**src/rtl/change_dispense_ctrl.sv**
```systemverilog
// Coin-return hopper sequencer: latches the change owed, then ejects coins greedily
// (50/10/5/1, limited by inventory) over a req/ack handshake with an ack timeout.
module change_dispense_ctrl #(
   parameter int unsigned AMT_W       = 8,
   parameter int unsigned CNT_W       = 6,
   parameter int unsigned INIT_CNT    = 10,
   parameter int unsigned ACK_TIMEOUT = 15
) (
   input  logic             i_clk,
   input  logic             i_reset,
   input  logic             i_start,
   input  logic [AMT_W-1:0] i_amount,
   output logic             o_eject_req,
   output logic [AMT_W-1:0] o_eject_coin,
   input  logic             i_eject_ack,
   input  logic             i_refill,
   input  logic [1:0]       i_refill_sel,
   input  logic [CNT_W-1:0] i_refill_cnt,
   output logic             o_busy,
   output logic             o_done,
   output logic             o_short,
   output logic [AMT_W-1:0] o_remain,
   output logic             o_fault
);

   localparam int unsigned TO_W = $clog2(ACK_TIMEOUT + 1);

   localparam logic [2:0] S_IDLE     = 3'd0;
   localparam logic [2:0] S_SELECT   = 3'd1;
   localparam logic [2:0] S_WAIT_ACK = 3'd2;
   localparam logic [2:0] S_DONE     = 3'd3;
   localparam logic [2:0] S_FAULT    = 3'd4;

   // Index 0 is the largest coin; the select loop gives it the highest priority.
   localparam logic [3:0][AMT_W-1:0] COIN_VAL =
      {AMT_W'(1), AMT_W'(5), AMT_W'(10), AMT_W'(50)};

   logic [2:0]             r_state;
   logic                   r_req;
   logic [AMT_W-1:0]       r_coin;
   logic [1:0]             r_idx;
   logic                   r_busy;
   logic                   r_done;
   logic                   r_short;
   logic [AMT_W-1:0]       r_remain;
   logic                   r_fault;
   logic [TO_W-1:0]        r_tcnt;
   logic [3:0][CNT_W-1:0]  r_inv;

   logic [2:0]             w_state_nxt;
   logic                   w_req_nxt;
   logic [AMT_W-1:0]       w_coin_nxt;
   logic [1:0]             w_idx_nxt;
   logic                   w_busy_nxt;
   logic                   w_done_nxt;
   logic                   w_short_nxt;
   logic [AMT_W-1:0]       w_remain_nxt;
   logic                   w_fault_nxt;
   logic [TO_W-1:0]        w_tcnt_nxt;
   logic [3:0][CNT_W-1:0]  w_inv_nxt;

   logic                   w_sel_found;
   logic [1:0]             w_sel_idx;

   // Greedy coin choice: largest denomination that fits the remainder and is in stock.
   always_comb begin
      w_sel_found = 1'b0;
      w_sel_idx   = 2'd0;
      for (int i = 3; i >= 0; i--) begin
         if ((COIN_VAL[2'(i)] <= r_remain) && (r_inv[2'(i)] != '0)) begin
            w_sel_found = 1'b1;
            w_sel_idx   = 2'(i);
         end
      end
   end

   // Next-state and next-output logic.
   always_comb begin
      w_state_nxt  = r_state;
      w_req_nxt    = r_req;
      w_coin_nxt   = r_coin;
      w_idx_nxt    = r_idx;
      w_busy_nxt   = r_busy;
      w_done_nxt   = 1'b0;
      w_short_nxt  = r_short;
      w_remain_nxt = r_remain;
      w_fault_nxt  = r_fault;
      w_tcnt_nxt   = r_tcnt;
      w_inv_nxt    = r_inv;

      case (r_state)
         S_IDLE: begin
            w_busy_nxt = 1'b0;
            if (i_start) begin
               w_remain_nxt = i_amount;
               w_short_nxt  = 1'b0;
               w_busy_nxt   = 1'b1;
               w_state_nxt  = S_SELECT;
            end else if (i_refill) begin
               w_inv_nxt[i_refill_sel] = i_refill_cnt;
            end
         end

         S_SELECT: begin
            if (w_sel_found) begin
               w_req_nxt   = 1'b1;
               w_coin_nxt  = COIN_VAL[w_sel_idx];
               w_idx_nxt   = w_sel_idx;
               w_tcnt_nxt  = '0;
               w_state_nxt = S_WAIT_ACK;
            end else begin
               w_short_nxt = (r_remain != '0);
               w_done_nxt  = 1'b1;
               w_state_nxt = S_DONE;
            end
         end

         S_WAIT_ACK: begin
            if (i_eject_ack) begin
               w_remain_nxt = r_remain - r_coin;
               if (r_inv[r_idx] != '0) begin
                  w_inv_nxt[r_idx] = r_inv[r_idx] - CNT_W'(1);
               end
               w_req_nxt   = 1'b0;
               w_coin_nxt  = '0;
               w_state_nxt = S_SELECT;
            end else if (r_tcnt == TO_W'(ACK_TIMEOUT - 1)) begin
               w_req_nxt   = 1'b0;
               w_coin_nxt  = '0;
               w_fault_nxt = 1'b1;
               w_state_nxt = S_FAULT;
            end else begin
               w_tcnt_nxt = r_tcnt + TO_W'(1);
            end
         end

         S_DONE: begin
            w_busy_nxt  = 1'b0;
            w_state_nxt = S_IDLE;
         end

         S_FAULT: begin
            w_state_nxt = S_FAULT;
         end

         default: begin
            w_state_nxt = S_IDLE;
         end
      endcase
   end

   always_ff @(posedge i_clk) begin
      if (i_reset) begin
         r_state  <= S_IDLE;
         r_req    <= 1'b0;
         r_coin   <= '0;
         r_idx    <= 2'd0;
         r_busy   <= 1'b0;
         r_done   <= 1'b0;
         r_short  <= 1'b0;
         r_remain <= '0;
         r_fault  <= 1'b0;
         r_tcnt   <= '0;
         r_inv    <= {4{CNT_W'(INIT_CNT)}};
      end else begin
         r_state  <= w_state_nxt;
         r_req    <= w_req_nxt;
         r_coin   <= w_coin_nxt;
         r_idx    <= w_idx_nxt;
         r_busy   <= w_busy_nxt;
         r_done   <= w_done_nxt;
         r_short  <= w_short_nxt;
         r_remain <= w_remain_nxt;
         r_fault  <= w_fault_nxt;
         r_tcnt   <= w_tcnt_nxt;
         r_inv    <= w_inv_nxt;
      end
   end

   assign o_eject_req  = r_req;
   assign o_eject_coin = r_coin;
   assign o_busy       = r_busy;
   assign o_done       = r_done;
   assign o_short      = r_short;
   assign o_remain     = r_remain;
   assign o_fault      = r_fault;

endmodule

```
**config.mk**
```make
export PLATFORM = sky130hd
export DESIGN_NAME = change_dispense_ctrl
export DESIGN_NICKNAME = d
export VERILOG_FILES = /design/src/rtl/change_dispense_ctrl.sv
export SDC_FILE = /design/constraint.sdc
export NUM_CORES = 1
export LEC_CHECK = 0
export CAP_MARGIN = 20
export CORE_MARGIN = 2
export CORE_UTILIZATION = 40
export DETAILED_ROUTE_END_ITERATION = 7
export SLEW_MARGIN = 15
export SYNTH_ARGS = -nofsm -noshare
export SYNTH_HDL_FRONTEND = slang
export SYNTH_SLANG_ARGS = --single-unit
```
**constraint.sdc**
```tcl
create_clock -name i_clk -period 2.3 [get_ports i_clk]
set_clock_uncertainty 0.2 [all_clocks]
set_input_delay 0.46 -clock i_clk [delete_from_list [all_inputs] [get_ports i_clk]]
set_output_delay 0.46 -clock i_clk [all_outputs]
set_load 0.05 [all_outputs]
```
### Yosys cells after proc, flatten, opt, wreduce, memory -nomap -nowiden

Index checks and enable logic that the tools add are counted.

| operators by class | value |
|---|---|
| add/sub/neg operators | 3 |
| $lt $le $gt $ge | 7 |
| equality and inequality tests | 15 |
| multiplexer cells | 45 |
| bitwise operators | 2 |
| reduce and logical (&&, ||, !) cells | 22 |

Operators by type and width:

| cell | count |
|---|---|
| 2-to-1 mux 24 bit | 4 |
| bitwise mux 24 bit | 2 |
| 2-to-1 mux 8 bit | 6 |
| one-hot mux 24 bit (2 select lines) | 1 |
| one-hot mux 8 bit (2 select lines) | 2 |
| demux 6 bit (select 2 bit) | 2 |
| 2-to-1 mux 6 bit | 3 |
| inequality test 2 bit (second input constant) | 9 |
| nonzero test 6 bit | 3 |
| binary-select mux 8 bit (select 2 bit) | 1 |
| binary-select mux 6 bit (select 2 bit) | 1 |
| 2-to-1 mux 4 bit | 3 |
| one-hot mux 3 bit (4 select lines) | 1 |
| AND reduction 3 bit | 4 |
| 2-to-1 mux 1 bit | 10 |
| less-than comparator 2 x 3 -> 1 bit (second input constant) | 3 |
| 2-to-1 mux 3 bit | 3 |
| <= comparator 4 x 8 -> 1 bit (first input constant) | 1 |
| <= comparator 6 x 8 -> 1 bit (first input constant) | 1 |
| one-hot mux 4 bit (2 select lines) | 1 |
| nonzero test 2 bit | 4 |
| nonzero test 8 bit | 1 |
| subtractor 8 bit | 1 |
| equality test 3 x 2 -> 1 bit (second input constant) | 2 |
| other kinds (16) | 25 |

| word-level totals | value |
|---|---|
| register bits | 54 |
| input bits | 21 |

### Depth between registers and ports, before layout

Gate-level depths: netlist of the first run.

| depth | value |
|---|---|
| depth after elaboration | 8 |
| mapped depth | 8 |
| mapped depth without buffers | 8 |

### Worst setup path before layout of the first run

Ideal clock, no wire load.

| timing path | value |
|---|---|
| path kind | reg-to-reg |
| start | reg r_remain[1], in the netlist o_remain[1] |
| end | reg r_remain[7], in the netlist o_remain[7] |
| library setup time | 0.063 ns |
| arrival time | 1.928 ns |
| required time | 2.037 ns |
| setup slack | 0.109 ns |
| stages on the path, launching flop included | 9 |
| path buffers | 0 |
| path through | dfxtp_1 inv_1 ha_1 ha_1 nor2b_1 o21a_1 o21ai_0 a2111o_1 nand3_1 |

| on the way | value |
|---|---|
| cells in the longest elaborated chain, start to end | 3 |

RTL lines:

| what | line | text |
|---|---|---|
| start: declaration | 45 | `logic [AMT_W-1:0] r_remain;` |
| start signal: assignment | 173 | `r_remain <= w_remain_nxt;` |
| subtractor 8 bit | 120 | `w_remain_nxt = r_remain - r_coin;` |
| 2-to-1 mux 8 bit | 119 | `if (i_eject_ack) begin` |
| one-hot mux 8 bit (2 select lines) | 91 | `case (r_state)` |

No other way between the ends. The select of a mux whose other input is x is not followed.
A chain may end at the register's enable or synchronous reset.

### Final worst setup path of the first run

| timing path | value |
|---|---|
| start | reg r_remain[6], in the netlist o_remain[6] |
| end | out o_remain[6] |

RTL lines:

| what | line | text |
|---|---|---|
| end: declaration | 22 | `output logic [AMT_W-1:0] o_remain,` |

No word-level cell between the ends.

==> results.sh, run 1 <==
export IMPL_relSlewSlack=0.661
export IMPL_io_pins=42
export IMPL_num_vias=1928
export IMPL_wl_per_cell_um=13.7
export IMPL_synth_top_cell_area_share=0.329
export IMPL_met2_usage=0.271
export IMPL_row_count=26
export IMPL_clock_latency_ns=0.29
export IMPL_cts_clk_slew_worst_paths_ns=0.07
export IMPL_core_area_mm2=0.00504
export IMPL_switching_share=0.320
export IMPL_final_max_slew_viol_count=0
export IMPL_yosysUniqueCellTypes=53
export IMPL_nNetsFinal=326
export IMPL_clockBufferDepth=2
export IMPL_first_global_vias=1638
export IMPL_multi_input_area_mm2=0.00123
export IMPL_p_per_area_mw_per_mm2=623
export IMPL_max_cap_violations=0
export IMPL_syn_avg_cell_area_um2=8.20
export IMPL_placed_cells=360
export IMPL_cp_slowest_cell="clkdlybuf4s50_1"
export IMPL_netlist_instances=252
export IMPL_min_period_ns=2.21
export IMPL_antenna_cells=0
export IMPL_seq_area_frac_synth=0.329
export IMPL_dieArea_mm2=0.00576
export IMPL_synthTopCellsByArea="dfxtp_1 33%, a21oi_1 5.8%, nor2_1 5.1%"
export IMPL_cts_tree="built"
export IMPL_p_clk_frac=0.334
export IMPL_grt_util_met1=0.268
export IMPL_critPathBufInv=1
export IMPL_yosysTopAreaCell="dfxtp_1"
export IMPL_cpLargestDelayFamily="buffers and inverters"
export IMPL_cp_max_fo=6
export IMPL_tightestPinTransition_ns=0.507
export IMPL_grt_busiest_layer="met2"
export IMPL_start_util=0.410
export IMPL_drive_gt1_frac=0.141
export IMPL_synth_common_cells="34 x dfxtp_1, 28 x nor2_1, 24 x a21oi_1"
export IMPL_grt_max_degree=17
export IMPL_arrival_ns=1.55
export IMPL_fill_cells=502
export IMPL_synth_most_common_cell="dfxtp_1"
export IMPL_wl_um=5050
export IMPL_cpPeakStageDelay_ns=0.84
export IMPL_synth_seq_cells=34
export IMPL_seqPwrFrac=0.399
export IMPL_rsz0062_at_grt="no"
export IMPL_whs_path_depth=2
export IMPL_hold_worst_slack_ns=0.273
export IMPL_crit_chain="clkdlybuf4s50_1"
export IMPL_cts_setup_buffers=0
export IMPL_synth_ff_type="dfxtp_1"
export IMPL_htree_levels=2
export IMPL_combPwrFrac=0.267
export IMPL_switchingPower_mw=0.527
export IMPL_numCtsBuffers=5
export IMPL_cp_required_ns=1.64
export IMPL_die_y_um=75.9
export IMPL_antenna_found_initial=0
export IMPL_r2r_cells=5
export IMPL_fin_cells=368
export IMPL_drt_pass1_iterations=4
export IMPL_internal_power_mw=1.12
export IMPL_yosysWarnings=0
export IMPL_p_leak_nw=0.972
export IMPL_grt_usage=0.185
export IMPL_seqCellArea_um2=681
export IMPL_crit_path_end_kind="output pin"
export IMPL_path_class="reg2out"
export IMPL_fin_crit_sh=0.960
export IMPL_dp_hpwl_um=3760
export IMPL_cts_sinks=34
export IMPL_max_freq_mhz=453
export IMPL_ir_drop_uv=312
export IMPL_syn_area_mm2=0.00207
export IMPL_run_status="finished clean"
export IMPL_place_congestion=0.772
export IMPL_postRouteAntennaNets=0
export IMPL_drt_initial_drc_count=134
export IMPL_async_flop_share=0
export IMPL_synth_edff_count=0
export IMPL_syn2layout_area_growth_pct=28.0
export IMPL_final_hold_viol_count=0
export IMPL_drc=0
export IMPL_grt_ovfl_total=0
export IMPL_dieWidth_um=75.9
export IMPL_via_per_inst=5.24
export IMPL_setup_worst_path_start_class="flop"
export IMPL_use_met3=0.0423
export IMPL_clock_root_buffer="clkbuf_8"
export IMPL_hold_path_class="reg2reg"
export IMPL_io_buffers=36
export IMPL_tns_ns=0
export IMPL_grt_pass1_wl_um=8010
export IMPL_critical_path_depth=1
export IMPL_setup_viol=0
[kinds of logic (layout without fill, tap and decap cells)]
| logic type | after synthesis | after routing | share of synthesized area |
|---|---|---|---|
| simple gates | 94 | 94 | 0.236 |
| compound gates | 72 | 72 | 0.242 |
| flops | 34 | 34 | 0.329 |
| buf+inv | 32 | 74 | 0.0896 |
| fa+ha+maj | 8 | 8 | 0.0485 |
| mux | 7 | 7 | 0.0351 |
| xor+xnor | 4 | 4 | 0.0170 |
| other cells | 1 | 5 | 0.00182 |
[metrics by stage]
stage,area [um^2],setup slack [ns],power (mW),utilization
5_1_grt,2640,0.0215,1.73,0.524
4_1_cts,2630,0.0829,1.66,0.522
3_3_place_gp,2520,-0.0810,1.11,0.500
2_1_floorplan,2080,0.109,0.969,-
6_report,2640,0.0923,1.65,0.524
3_5_place_dp,2520,-0.139,1.11,0.500
[per-layer routing]
metal,vias to the layer above,wire (um)
met5,-,0
met4,0,75
met3,6,241
met1,884,2500
li1,987,-
met2,51,2240
[cells in the final DEF, fill, tap and decap left out, types with 2 or more instances in the layout]
master | netlist | routed
a211oi_1 | 4 | 4
a21oi_1 | 24 | 24
a221oi_2 | 2 | 2
a22oi_1 | 2 | 2
a31oi_1 | 3 | 3
a32oi_1 | 3 | 3
and2_1 | 2 | 2
buf_4 | 9 | 18
clkbuf_8 | 0 | 5
clkdlybuf4s50_1 | 0 | 36
clkinv_2 | 0 | 2
conb_1 | 1 | 5
dfxtp_1 | 34 | 34
ha_1 | 8 | 8
inv_1 | 12 | 12
mux2_2 | 2 | 2
mux2i_1 | 5 | 5
nand2_1 | 19 | 19
nand2b_1 | 4 | 4
nand3_1 | 6 | 6
nor2_1 | 28 | 28
nor2b_1 | 3 | 3
nor3_1 | 15 | 15
nor3b_1 | 4 | 4
nor4_1 | 2 | 2
o211ai_1 | 6 | 6
o21a_1 | 2 | 2
o21ai_0 | 10 | 10
o21ai_2 | 2 | 2
o2bb2ai_1 | 2 | 2
o32ai_1 | 2 | 2
or2_2 | 2 | 2
xnor2_1 | 3 | 3
[power groups by stage]
stage          registers, mW  clock network (mW)  logic [mW]
2_1_floorplan          0.724                   0       0.245
3_3_place_gp           0.671                   0       0.436
3_5_place_dp           0.672                   0       0.437
4_1_cts                0.658               0.563       0.439
5_1_grt                0.663               0.587       0.480
6_report               0.657               0.550       0.441
[sequential cells by signal, indices dropped and copies added (netlist names)]
| register | cells |
|---|---|
| r_inv | 12 |
| o_remain | 8 |
| r_tcnt | 4 |
| o_eject_coin | 3 |
| r_state | 3 |
| o_busy | 1 |
| o_fault | 1 |
| o_short | 1 |
| r_idx | 1 |
[repair_timing]
item / in CTS / in global routing
hold buffers: 0 / 0
endpoints found under the setup margin: 0 / 1
resized for setup: 0 / 1
[cell type report]
cell class / instances / share of cell area
flip-flops and latches: 34 / 0.257
repair buffers: 54 / 0.187
well taps: 70 / 0.0331
multi-input cells: 190 / 0.464
clock inverters: 3 / 0.0151
inverters: 12 / 0.0170
clock buffers: 5 / 0.0260
[worst min-delay path: stages (launching register included)]
cell and delay [ns]:
dfxtp_1 0.33, a21oi_1 0.04, nor2_1 0.07
[final timing paths]
| path | start | endpoint | slack [ns] |
|---|---|---|---|
| setup reg to reg | r_state[1] | r_inv[2] | 0.22 |
| setup / recovery | o_remain[6] | o_remain[6] | 0.09 |
| hold reg to reg | o_fault | o_fault | 0.27 |
| hold / removal | o_fault | o_fault | 0.27 |
Note: power is estimated with default switching activity, not from simulation.
==> inputs of run 2 (changes only) <==
Settings changed: CORE_MARGIN 2 to unset, GPL_ROUTABILITY_DRIVEN set to 0.
==> run 2 against run 1 <==
  * Via count down 0.52%
  * Register-to-register slack about the same
  * First-iteration DRC count down 3.7%
  * Critical path depth unchanged
  * Count of clock-buffer cells in the layout up 1
  * Global-route usage up 1.8 points
  * Sequential share of layout area down 0.073 points
  * Critical endpoint unchanged
  * Largest power group unchanged
  * Highest routed layer unchanged
==> results.sh, run 2 (synthesis results as in run 1) <==
export IMPL_run_status="finished clean"
export IMPL_final_hold_viol_count=0
export IMPL_dieWidth_um=73.9
export IMPL_grt_ovfl_total=0
export IMPL_relSlewSlack=0.665
export IMPL_cp_slowest_cell="clkdlybuf4s50_1"
export IMPL_clock_latency_ns=0.29
export IMPL_dieArea_mm2=0.00546
export IMPL_fin_area_mm2=0.00265
export IMPL_dpl_cell_area_mm2=0.00253
export IMPL_cts_sinks=34
export IMPL_antenna_found_initial=0
export IMPL_utilization=0.547
export IMPL_wl_met3_um=223
export IMPL_row_count=25
export IMPL_ff2ff_setup_slack_ns=0.21
export IMPL_min_period_ns=2.23
export IMPL_first_global_vias=1757
export IMPL_die_y_um=73.9
export IMPL_cts_clk_slew_worst_paths_ns=0.08
export IMPL_dp_slack_ns=-0.115
export IMPL_drt_initial_drc_count=129
export IMPL_hold_start="o_short"
export IMPL_top_register="r_inv"
export IMPL_hold_path_class="reg2reg"
export IMPL_wl_um=5010
export IMPL_worstReg2RegStart="r_idx[0]"
export IMPL_min_to="o_short"
export IMPL_ir_drop_uv=369
export IMPL_fin_cells=365
export IMPL_grt_usage=0.202
export IMPL_fin_crit_sh=0.969
export IMPL_drive_gt1_frac=0.141
export IMPL_fill_cells=468
export IMPL_cts_resized=0
export IMPL_setup_worst_path_start_class="flop"
export IMPL_grt_max_degree=22
export IMPL_r2r_cells=7
export IMPL_clock_root_buffer="clkbuf_8"
export IMPL_seqCellArea_um2=681
export IMPL_top_layer="met4"
export IMPL_p_leak_nw=0.976
export IMPL_numCtsBuffers=5
export IMPL_cpLargestDelayFamily="buffers and inverters"
export IMPL_wl_per_cell_um=13.7
export IMPL_num_vias=1918
export IMPL_nNetsFinal=327
export IMPL_dp_hpwl_um=3730
export IMPL_core_area_mm2=0.00485
export IMPL_postCtsHoldBufs=0
export IMPL_max_cap_violations=0
export IMPL_final_max_slew_viol_count=0
export IMPL_drc=0
export IMPL_htree_levels=2
export IMPL_whs_path_depth=1
export IMPL_setup_viol=0
export IMPL_r2r_end="r_inv[0]"
export IMPL_layout_setup_ws_ns=0.0706
export IMPL_max_freq_mhz=449
export IMPL_critPathBufInv=1
export IMPL_cp_max_fo=6
export IMPL_crit_path_end_kind="output pin"
export IMPL_io_pins=42
export IMPL_antenna_cells=0
export IMPL_cpPeakStageDelay_ns=0.84
export IMPL_largest_register_ffs=12
export IMPL_arrival_ns=1.57
export IMPL_via_per_inst=5.25
export IMPL_tns_ns=0
export IMPL_multi_input_area_mm2=0.00123
export IMPL_io_buffers=36
export IMPL_syn2layout_area_growth_pct=28.3
export IMPL_layout_common_cells="36 x clkdlybuf4s50_1, 34 x dfxtp_1, 28 x nor2_1"
export IMPL_rsz0062_at_grt="no"
export IMPL_start_util=0.426
export IMPL_cts_setup_buffers=0
export IMPL_placed_cells=358
export IMPL_final_common_cell="clkdlybuf4s50_1"
export IMPL_drt_pass1_iterations=4
export IMPL_path_class="reg2out"
export IMPL_met1_length_um=2490
export IMPL_crit_chain="clkdlybuf4s50_1"
export IMPL_p_per_area_mw_per_mm2=631
export IMPL_tightestPinTransition_ns=0.501
export IMPL_clockBufferDepth=2
export IMPL_cts_tree="built"
export IMPL_postRouteAntennaNets=0
export IMPL_grt_pass1_wl_um=8370
export IMPL_cp_required_ns=1.64
export IMPL_met2_length_um=2240
[run 2: cell count changes in the layout (fill, tap and decap cells not counted)]
| cell | before | now |
|---|---|---|
| buf_4 | 18 | 19 |
| clkbuf_8 | 5 | 6 |
| clkinv_2 | 2 | 0 |
[run 2: per-stage QoR]
| step | power, mW | hold slack [ns] |
|---|---|---|
| 6_report | 1.67 | 0.277 |
| 5_1_grt | 1.75 | 0.289 |
| 4_1_cts | 1.68 | 0.280 |
| 3_5_place_dp | 1.11 | 0.270 |
| 3_3_place_gp | 1.11 | 0.263 |
| 2_1_floorplan | 0.969 | 0.263 |
[run 2: final cells by class]
cell class              instances  share of cell area
inverters                      12              0.0170
well taps                      67              0.0316
repair buffers                 55               0.190
flip-flops and latches         34               0.257
multi-input cells             190               0.462
clock buffers                   6              0.0311
clock inverters                 1              0.0113
[run 2: routing by layer]
layer,GRT usage,up-vias
met3,0.0384,6
met4,0.0684,0
li1,-,991
met1,0.289,872
met2,0.302,49
met5,0,-
[run 2: how the worst max path moves through the flow]
stage,from,endpoint,slack [ns],cells past startpoint
4_1_cts,o_remain[6],o_remain[6],0.06,1
3_5_place_dp,i_refill,r_inv[9],-0.11,7
3_3_place_gp,i_refill,r_inv[9],-0.09,7
2_1_floorplan,o_remain[1],o_remain[7],0.11,8
5_1_grt,o_remain[6],o_remain[6],0.01,1
6_report,o_remain[6],o_remain[6],0.07,1
[run 2: report_power, final]
part	internal, mW	switching, mW
registers	0.619	0.0382
clock network	0.347	0.227
logic	0.183	0.258
total	1.15	0.523
==> inputs of run 3 (changes only) <==
Settings changed: CTS_CLUSTER_SIZE set to 30, MAX_ROUTING_LAYER set to met4.
==> run 3 against run 2 <==
  * Hold slack about the same
  * Power hardly changed
  * Wire length rose by 0.12%
  * Critical path depth unchanged
  * Combinational power barely moved
  * Worst setup slack about the same
  * Largest cell class unchanged
==> results.sh, run 3 (synthesis results as in run 1) <==
export IMPL_final_max_slew_viol_count=0
export IMPL_syn2layout_area_growth_pct=28.3
export IMPL_cts_tree="built"
export IMPL_internal_power_mw=1.15
export IMPL_largest_register_ffs=12
export IMPL_drt_pass1_iterations=4
export IMPL_top_register="r_inv"
export IMPL_met2_usage=0.302
export IMPL_drc=0
export IMPL_p_leak_nw=0.976
export IMPL_grt_usage=0.208
export IMPL_postCtsHoldBufs=0
export IMPL_clock_latency_ns=0.29
export IMPL_final_common_cell="clkdlybuf4s50_1"
export IMPL_p_clk_frac=0.343
export IMPL_die_y_um=73.9
export IMPL_max_freq_mhz=449
export IMPL_switchingPower_mw=0.524
export IMPL_antenna_cells=0
export IMPL_crit_path_end_kind="output pin"
export IMPL_io_pins=42
export IMPL_arrival_ns=1.57
export IMPL_postRouteAntennaNets=0
export IMPL_ir_drop_uv=369
export IMPL_clock_root_buffer="clkbuf_8"
export IMPL_start_util=0.426
export IMPL_num_vias=1915
export IMPL_use_met3=0.0384
export IMPL_dieArea_mm2=0.00546
export IMPL_grt_util_met1=0.289
export IMPL_run_status="finished clean"
export IMPL_seqCellArea_um2=681
export IMPL_row_count=25
export IMPL_clockBufferDepth=2
export IMPL_crit_chain="clkdlybuf4s50_1"
export IMPL_max_cap_violations=0
export IMPL_dp_hpwl_um=3730
export IMPL_rsz0062_at_grt="no"
export IMPL_htree_levels=2
export IMPL_wl_um=5010
export IMPL_antenna_found_initial=0
export IMPL_p_per_area_mw_per_mm2=631
export IMPL_wl_per_cell_um=13.7
export IMPL_grt_ovfl_total=0
export IMPL_numCtsBuffers=5
export IMPL_core_area_mm2=0.00485
export IMPL_fin_cells=365
export IMPL_critPathBufInv=1
export IMPL_fill_cells=468
export IMPL_dieWidth_um=73.9
export IMPL_via_per_inst=5.25
export IMPL_drt_initial_drc_count=111
export IMPL_setup_viol=0
export IMPL_dpl_cell_area_mm2=0.00253
export IMPL_io_buffers=36
export IMPL_cts_clk_slew_worst_paths_ns=0.08
export IMPL_path_class="reg2out"
export IMPL_seqPwrFrac=0.393
export IMPL_cpPeakStageDelay_ns=0.84
export IMPL_grt_pass1_wl_um=8380
export IMPL_cts_sinks=34
export IMPL_first_global_vias=1756
export IMPL_min_period_ns=2.23
export IMPL_tightestPinTransition_ns=0.501
export IMPL_relSlewSlack=0.665
export IMPL_fin_area_mm2=0.00265
export IMPL_placed_cells=358
export IMPL_hold_path_class="reg2reg"
export IMPL_fin_crit_sh=0.969
export IMPL_grt_max_degree=22
export IMPL_switching_share=0.313
export IMPL_grt_busiest_layer="met2"
export IMPL_drive_gt1_frac=0.141
export IMPL_layout_common_cells="36 x clkdlybuf4s50_1, 34 x dfxtp_1, 28 x nor2_1"
export IMPL_multi_input_area_mm2=0.00123
export IMPL_nNetsFinal=327
export IMPL_combPwrFrac=0.263
export IMPL_cp_slowest_cell="clkdlybuf4s50_1"
export IMPL_cpLargestDelayFamily="buffers and inverters"
export IMPL_cp_required_ns=1.64
export IMPL_setup_worst_path_start_class="flop"
export IMPL_cp_max_fo=6
export IMPL_final_hold_viol_count=0
[run 3: cell counts in the layout (fill, tap and decap cells not counted)]
No cell type changed its count.
[run 3: path summary, 6_finish.rpt]
check	start	to	slack, ns	cells past startpoint
setup / recovery	o_remain[6]	o_remain[6]	0.07	1
setup reg to reg	r_idx[0]	r_inv[0]	0.20	7
hold / removal	o_short	o_short	0.28	1
hold reg to reg	o_short	o_short	0.28	1
[run 3: per-stage QoR]
step / TNS, ns / utilization / hold WS [ns] / setup WS, ns / power (mW)
finish: 0 / 0.547 / 0.277 / 0.0705 / 1.67
global route: 0 / 0.547 / 0.289 / 0.0105 / 1.75
detailed placement: -0.883 / 0.521 / 0.270 / -0.115 / 1.11
floorplan: 0 / - / 0.263 / 0.109 / 0.969
CTS: 0 / 0.545 / 0.280 / 0.0594 / 1.68
global placement: -0.698 / 0.521 / 0.263 / -0.0894 / 1.11
[run 3: timing repair]
| action | in CTS | in global routing |
|---|---|---|
| setup endpoints to repair | 0 | 1 |
| resized for setup | 0 | 1 |
| buffers inserted | 0 | 0 |
[run 3: layout make-up]
cell class | instances | share of cell area
clock inverters | 1 | 0.0113
inverters | 12 | 0.0170
well taps | 67 | 0.0316
flip-flops and latches | 34 | 0.257
repair buffers | 55 | 0.190
multi-input cells | 190 | 0.462
clock buffers | 6 | 0.0311
[run 3: layer usage]
metal | wire (um) | share of wire
met5 | 0 | 0
met4 | 57 | 0.011
met3 | 195 | 0.039
met2 | 2220 | 0.44
met1 | 2540 | 0.51
[run 3: power groups by stage]
stage / clock network (mW) / registers (mW) / logic (mW)
after floorplan: 0 / 0.724 / 0.245
after global placement: 0 / 0.671 / 0.436
after detailed placement: 0 / 0.671 / 0.438
after CTS: 0.586 / 0.658 / 0.439
after global routing: 0.610 / 0.664 / 0.478
final: 0.575 / 0.658 / 0.441
[run 3: worst reg2reg max path: stages (launching register included)]
cell	delay, ns
dfxtp_1	0.53
mux2i_1	0.24
ha_1	0.20
o21ai_2	0.12
o221ai_4	0.32
buf_4	0.17
mux2i_1	0.17
nor2_1	0.05
